===== config.mk =====
export PLATFORM = sky130hd
export DESIGN_NAME = cla_add_arbiter
export DESIGN_NICKNAME = d
export VERILOG_FILES = /design/src/rtl/cla_arb_pkg.sv /design/src/rtl/rr_arbiter.sv /design/src/rtl/cla_add_arbiter.sv
export SDC_FILE = /design/constraint.sdc
export NUM_CORES = 1
export LEC_CHECK = 0
export CORE_MARGIN = 2
export CORE_UTILIZATION = 60
export DETAILED_ROUTE_END_ITERATION = 7
export DONT_BUFFER_PORTS = 1
export GPL_ROUTABILITY_DRIVEN = 0
export PLACE_DENSITY = 0.76
export SLEW_MARGIN = 20
export SYNTH_ARGS = -nofsm -noshare
export SYNTH_HDL_FRONTEND = slang
export SYNTH_SLANG_ARGS = --single-unit

===== constraint.sdc =====
create_clock -name clk -period 8.5 [get_ports clk]
set_input_delay 1.275 -clock clk [delete_from_list [all_inputs] [get_ports clk]]
set_output_delay 1.275 -clock clk [all_outputs]
set_load 0.05 [all_outputs]

===== src/rtl/cla_arb_pkg.sv =====
// -----------------------------------------------------------------------------
// cla_arb_pkg
//
// Shared definitions for the CLA adder sequencer/arbiter:
//   - cla_arb_state_t : sequencer states (IDLE, SETTLE, RESP)
//   - SAT_MAX/SAT_MIN : signed 8-bit saturation limits
//   - saturate()      : clamps a raw adder sum using the adder's flags
// -----------------------------------------------------------------------------
package cla_arb_pkg;

    typedef enum logic [1:0] {
        IDLE   = 2'd0,
        SETTLE = 2'd1,
        RESP   = 2'd2
    } cla_arb_state_t;

    localparam logic [7:0] SAT_MAX = 8'h7F;
    localparam logic [7:0] SAT_MIN = 8'h80;

    // Overflow wins over underflow; the adder never raises both at once.
    function automatic logic [7:0] saturate(input logic [7:0] sum,
                                            input logic       ovf,
                                            input logic       uvf);
        if (ovf)      return SAT_MAX;
        else if (uvf) return SAT_MIN;
        else          return sum;
    endfunction

endpackage


===== src/rtl/rr_arbiter.sv =====
// -----------------------------------------------------------------------------
// rr_arbiter
//
// Purely combinational round-robin picker. Scans the request vector starting
// at index ptr, wrapping modulo NUM_REQ, and grants the first asserted bit.
//
// Ports:
//   req     in  NUM_REQ  request vector
//   ptr     in  ID_W     highest-priority index for this scan (< NUM_REQ)
//   en      in  1        grant enable; no grant when low
//   gnt     out NUM_REQ  one-hot grant (all zero when nothing granted)
//   gnt_idx out ID_W     encoded grant index (0 when nothing granted)
// -----------------------------------------------------------------------------
module rr_arbiter #(
    parameter  int NUM_REQ = 4,
    localparam int ID_W    = $clog2(NUM_REQ)
) (
    input  logic [NUM_REQ-1:0] req,
    input  logic [ID_W-1:0]    ptr,
    input  logic               en,
    output logic [NUM_REQ-1:0] gnt,
    output logic [ID_W-1:0]    gnt_idx
);

    logic found;
    int   idx;

    always_comb begin
        // NOTE: every signal written here gets a default first, so no path
        // leaves it unassigned and no latch is inferred.
        gnt     = '0;
        gnt_idx = '0;
        found   = 1'b0;
        idx     = 0;
        if (en) begin
            for (int i = 0; i < NUM_REQ; i++) begin
                idx = (int'(ptr) + i) % NUM_REQ;
                if (!found && req[idx]) begin
                    found        = 1'b1;
                    gnt[idx]     = 1'b1;
                    gnt_idx      = ID_W'(idx);
                end
            end
        end
    end

endmodule


===== src/rtl/cla_add_arbiter.sv =====
// -----------------------------------------------------------------------------
// cla_add_arbiter
//
// Shares one external 8-bit signed CLA adder among NUM_REQ requesters.
// A round-robin grant in IDLE latches the winner's operands onto the adder
// inputs, the sequencer waits SETTLE_CYCLES for the gate-delay adder to
// settle, then captures sum/flags and offers them on a valid/ready response
// channel tagged with the requester index.
//
// Build option: define CLA_ARB_SAT_EN to saturate rsp_sum to 8'h7F / 8'h80
// on overflow / underflow; otherwise rsp_sum is the raw wrap-around sum.
//
// Ports:
//   clk, rst_n            clock (rising edge), async active-low reset
//   req_valid / req_ready per-requester request handshake (ready one-hot/zero)
//   req_a / req_b         per-requester signed operands
//   add_a / add_b         registered operands to the adder
//   add_sum/add_ovf/uvf   adder result and flags
//   rsp_valid / rsp_ready response handshake
//   rsp_id                requester index of the response
//   rsp_sum/ovf/uvf       captured result and flags
// -----------------------------------------------------------------------------
module cla_add_arbiter
    import cla_arb_pkg::*;
#(
    parameter int NUM_REQ       = 4,
    parameter int SETTLE_CYCLES = 2,
    parameter int ID_W          = $clog2(NUM_REQ)
) (
    input  logic                    clk,
    input  logic                    rst_n,
    input  logic [NUM_REQ-1:0]      req_valid,
    output logic [NUM_REQ-1:0]      req_ready,
    input  logic [NUM_REQ-1:0][7:0] req_a,
    input  logic [NUM_REQ-1:0][7:0] req_b,
    output logic [7:0]              add_a,
    output logic [7:0]              add_b,
    input  logic [7:0]              add_sum,
    input  logic                    add_ovf,
    input  logic                    add_uvf,
    output logic                    rsp_valid,
    input  logic                    rsp_ready,
    output logic [ID_W-1:0]         rsp_id,
    output logic [7:0]              rsp_sum,
    output logic                    rsp_ovf,
    output logic                    rsp_uvf
);

    localparam int                CNT_W    = (SETTLE_CYCLES > 1) ? $clog2(SETTLE_CYCLES) : 1;
    localparam logic [CNT_W-1:0]  CNT_LAST = CNT_W'(SETTLE_CYCLES - 1);
    localparam logic [ID_W-1:0]   PTR_LAST = ID_W'(NUM_REQ - 1);

    cla_arb_state_t     state;
    logic [ID_W-1:0]    rr_ptr;
    logic [CNT_W-1:0]   cnt;
    logic [NUM_REQ-1:0] gnt;
    logic [ID_W-1:0]    gnt_idx;
    logic               arb_en;
    logic [7:0]         cap_sum;

    // Gating with rst_n keeps req_ready low while reset is held, even though
    // the state register already reads IDLE.
    assign arb_en = rst_n && (state == IDLE);

    rr_arbiter #(.NUM_REQ(NUM_REQ)) u_rr (
        .req     (req_valid),
        .ptr     (rr_ptr),
        .en      (arb_en),
        .gnt     (gnt),
        .gnt_idx (gnt_idx)
    );

    assign req_ready = gnt;

`ifdef CLA_ARB_SAT_EN
    assign cap_sum = saturate(add_sum, add_ovf, add_uvf);
`else
    assign cap_sum = add_sum;
`endif

    // NOTE: all state and output registers use non-blocking assignments so
    // every branch sees the pre-edge values, matching real flip-flops.
    always_ff @(posedge clk or negedge rst_n) begin
        if (!rst_n) begin
            state     <= IDLE;
            rr_ptr    <= '0;
            cnt       <= '0;
            add_a     <= '0;
            add_b     <= '0;
            rsp_id    <= '0;
            rsp_sum   <= '0;
            rsp_ovf   <= 1'b0;
            rsp_uvf   <= 1'b0;
            rsp_valid <= 1'b0;
        end else begin
            case (state)
                IDLE: begin
                    // gnt is only non-zero when the granted req_valid is set,
                    // so any grant here is an accepted request.
                    if (|gnt) begin
                        add_a  <= req_a[gnt_idx];
                        add_b  <= req_b[gnt_idx];
                        rsp_id <= gnt_idx;
                        rr_ptr <= (gnt_idx == PTR_LAST) ? '0 : gnt_idx + ID_W'(1);
                        cnt    <= '0;
                        state  <= SETTLE;
                    end
                end
                SETTLE: begin
                    if (cnt == CNT_LAST) begin
                        rsp_sum   <= cap_sum;
                        rsp_ovf   <= add_ovf;
                        rsp_uvf   <= add_uvf;
                        rsp_valid <= 1'b1;
                        state     <= RESP;
                    end else begin
                        cnt <= cnt + CNT_W'(1);
                    end
                end
                RESP: begin
                    if (rsp_ready) begin
                        rsp_valid <= 1'b0;
                        state     <= IDLE;
                    end
                end
                default: state <= IDLE;
            endcase
        end
    end

endmodule


==> parameters.txt <==
Parameter                              Value

Status
  Run status    complete, no violations

Critical path
  Data arrival time of the worst path    3210 ps
  FF-to-FF Start    rr_ptr[0]
  Category of the critical setup timing path    flop to primary output
  Sort of element at the start of the critical path    flop
  Startpoint of the most critical setup path    rr_ptr[0]
  Data required time at the worst endpoint    7220 ps
  Flop2flop setup slack    roughly 4600 ps
  Endpoint class of the critical path    primary output
  Highest fanout seen on the critical path    17
  Logic depth of the worst register-to-register path    9
  Reg-to-reg endpoint    add_a[2]

Clock network
  Clock transition at the registers of the reported paths    70 ps
  Clock latency reported for the late side of the worst-skew pair    280 ps
  CTS tree    yes
  Num CTS Buffers    5
  Clock sink count    34
  Setup bufs post-CTS    0
  Maximum level of the CTS H-tree    2
  Maximum buffer depth of the clock tree    2
  Cell at the root of the clock tree    sky130_fd_sc_hd__clkbuf_8
  Post-cts repair resize count    0
  Number of buffers inserted by hold repair at cts    0

Place
  Number of input and output port buffers inserted    0
  Post-DP HPWL    between 4000 and 5000 um
  Post-placement worst setup slack    4190 ps

Global route
  Total congestion overflow    0
  Pin count of the biggest net entering global routing    37
  Initial antenna violation count    0
  Vias in the first global route    1815
  GRT Overall Usage    0.249
  Wire length of the first global-routing pass    8600 um

Final layout
  Most common cell after layout, fill and taps aside    sky130_fd_sc_hd__mux2i_1
  Net total in the final layout    299
  Commonest cells after routing, fill and taps aside    35 x sky130_fd_sc_hd__mux2i_1, 34 x sky130_fd_sc_hd__dfrtp_1, 16 x sky130_fd_sc_hd__a22oi_1
  Fraction of layout cells with a size suffix above 1    0.213
  Fill cell count    321
  Final Core Density    0.634
  Area growth from synthesis to final layout    2.55%
  Number of antenna diodes    0

Yosys
  Synthesized Nets    307
  Mapped Avg Cell Area    11.3 um^2
  Number of warnings reported in the yosys synthesis log    0
  Count of state elements after synthesis    34
  Combined area of all synthesized cells    2450 um^2
  Seq/Total Area, Yosys    0.347
  Yosys cell types    43
  Count of mapped cells out of synthesis    218

Power and ir drop
  Pwr per Cell Area    501 nW/um^2
  Static Leakage    1.15 nW
  Worst IR drop on VDD    0.000258 V

Job
  Number of violations of the max-capacitance limit    0

Timing
  Actual slew at the worst max-slew pin    1080 ps
  Remaining max-slew budget at the tightest pin    0.275
  Final setup fails    0
  Max-slew violation count    0
  Final Hold Vio Count    0
  Total negative slack    0 ps
  Setup repair after global routing missed its margin    false
  Final worst-path setup slack    4010 ps
  Clk_skew    about 2.9 ps
  Time the final worst path needs with I/O delays and setup    4490 ps
  Final worst path period share    0.528
  Maximum clock rate    around 0.22 GHz

Die
  Row count    23
  I/O Pins    114
  Die Height    68.0 um
  Total Die Area    4620 um^2
  CORE AREA    3970 um^2
  Effective utilization at floorplan    0.618
  Die Width    68.0 um

Routing
  First-pass detailed-route iteration total    4
  DRC violations left    0
  1st-iter DRT viols    130
  Vias after detailed routing    1782
  Post-detailed-route via-to-cell ratio    6.83
  Wire per inst    roughly 21 um
  Antenna viol nets, final    0
  Overall routed net length    5510 um

Min path
  Terminating pin of the worst hold path    state[0]
  Start point of the worst hold path    cnt
  Worst Hold Path Cells    1
  Min-delay worst type    flop to flop
## logic make-up after synthesis
family                     count (synthesis)  synth area share
muxes                                     66             0.309
and+or+nand+nor                           36            0.0979
buffers and inverters                     24            0.0556
DFF                                       34             0.347
AOI/OAI and AO/OA                         49             0.146
xor gates and xnor gates                   1           0.00357
adders and majority gates                  8            0.0408
## metal layers
layer  vias to the layer above  routed length (um)  track usage
li1                        801                   -            -
met1                       873                2170        0.305
met2                       100                2810        0.416
met3                         8                 450       0.0707
met4                         0                  70       0.0925
met5                         -                   0            0
## sequential cells by signal, summed over array words and instances (netlist names)
signal / cells
add_a: 8
add_b: 8
cnt: 1
rr_ptr: 2
rsp_id: 2
rsp_ovf: 1
rsp_sum: 8
rsp_uvf: 1
rsp_valid: 1
state: 2
## cells in the mapped netlist, drive strengths merged
master / count / area [um^2]
or3: 1 / 6.26
nand2b: 3 / 18.8
nor4b: 2 / 17.5
nor2b: 1 / 6.26
mux2: 29 / 364
o21a: 2 / 15.0
a22oi: 16 / 120
mux2i: 35 / 350
or3b: 6 / 52.6
a311o: 2 / 21.3
a21bo: 1 / 10.0
nand2: 9 / 33.8
a2111oi: 1 / 15.0
buf: 11 / 87.6
nor2: 3 / 11.3
o22ai: 1 / 6.26
mux4: 2 / 45.0
nand3b: 4 / 30.0
a21oi: 5 / 25.0
and3b: 2 / 17.5
a211o: 2 / 17.5
nor3: 1 / 5.00
dfrtp: 34 / 851
o221a: 1 / 11.3
xnor2: 1 / 8.76
nor3b: 1 / 7.51
nor4: 3 / 33.8
a21o: 2 / 15.0
clkbuf: 6 / 22.5
ha: 8 / 100
o31a: 2 / 17.5
a211oi: 5 / 37.5
o21ai: 8 / 40.0
a21boi: 1 / 7.51
inv: 7 / 26.3
## worst max-delay path, cell delays in order, from the launching register on
cell and delay (ps):
sky130_fd_sc_hd__dfrtp_1 720, sky130_fd_sc_hd__inv_1 230, sky130_fd_sc_hd__ha_1 510, sky130_fd_sc_hd__mux4_2 390, sky130_fd_sc_hd__or3b_1 370, sky130_fd_sc_hd__a21oi_1 150, sky130_fd_sc_hd__a311o_1 560
## worst max-delay path by stage
stage / cells past startpoint / endpoint
finish: 6 / req_ready[2]
global route: 5 / req_ready[3]
CTS: 6 / req_ready[2]
detailed placement: 4 / req_ready[2]
global placement: 4 / req_ready[2]
floorplan: 5 / req_ready[2]
## final cells by class
class / count / area, um^2 / share of cell area
multi-input cells: 160 / 1470 / 0.583
flip-flops and latches: 34 / 851 / 0.338
clock buffers: 6 / 82.6 / 0.0328
well taps: 50 / 62.6 / 0.0249
inverters: 7 / 26.3 / 0.0104
repair buffers: 2 / 15.0 / 0.00596
clock inverters: 2 / 12.5 / 0.00497
## through the flow
step | instances | power, W | hold WS (ps) | area (um^2)
finish | 261 | 0.00126 | 522 | 2520
global route | 261 | 0.00133 | 572 | 2520
CTS | 261 | 0.00127 | 519 | 2520
detailed placement | 253 | 0.00114 | 507 | 2420
global placement | 253 | 0.00110 | 506 | 2420
floorplan | 218 | 0.00106 | 480 | 2450
## where the power goes
| group | internal (W) | leakage [nW] | switching [W] |
|---|---|---|---|
| clock | 0.0000651 | 0.0472 | 0.0000592 |
| sequential | 0.000243 | 0.399 | 0.000329 |
| combinational | 0.000286 | 0.702 | 0.000280 |
| total | 0.000593 | 1.15 | 0.000668 |
Note: power is estimated with default switching activity, not from simulation.
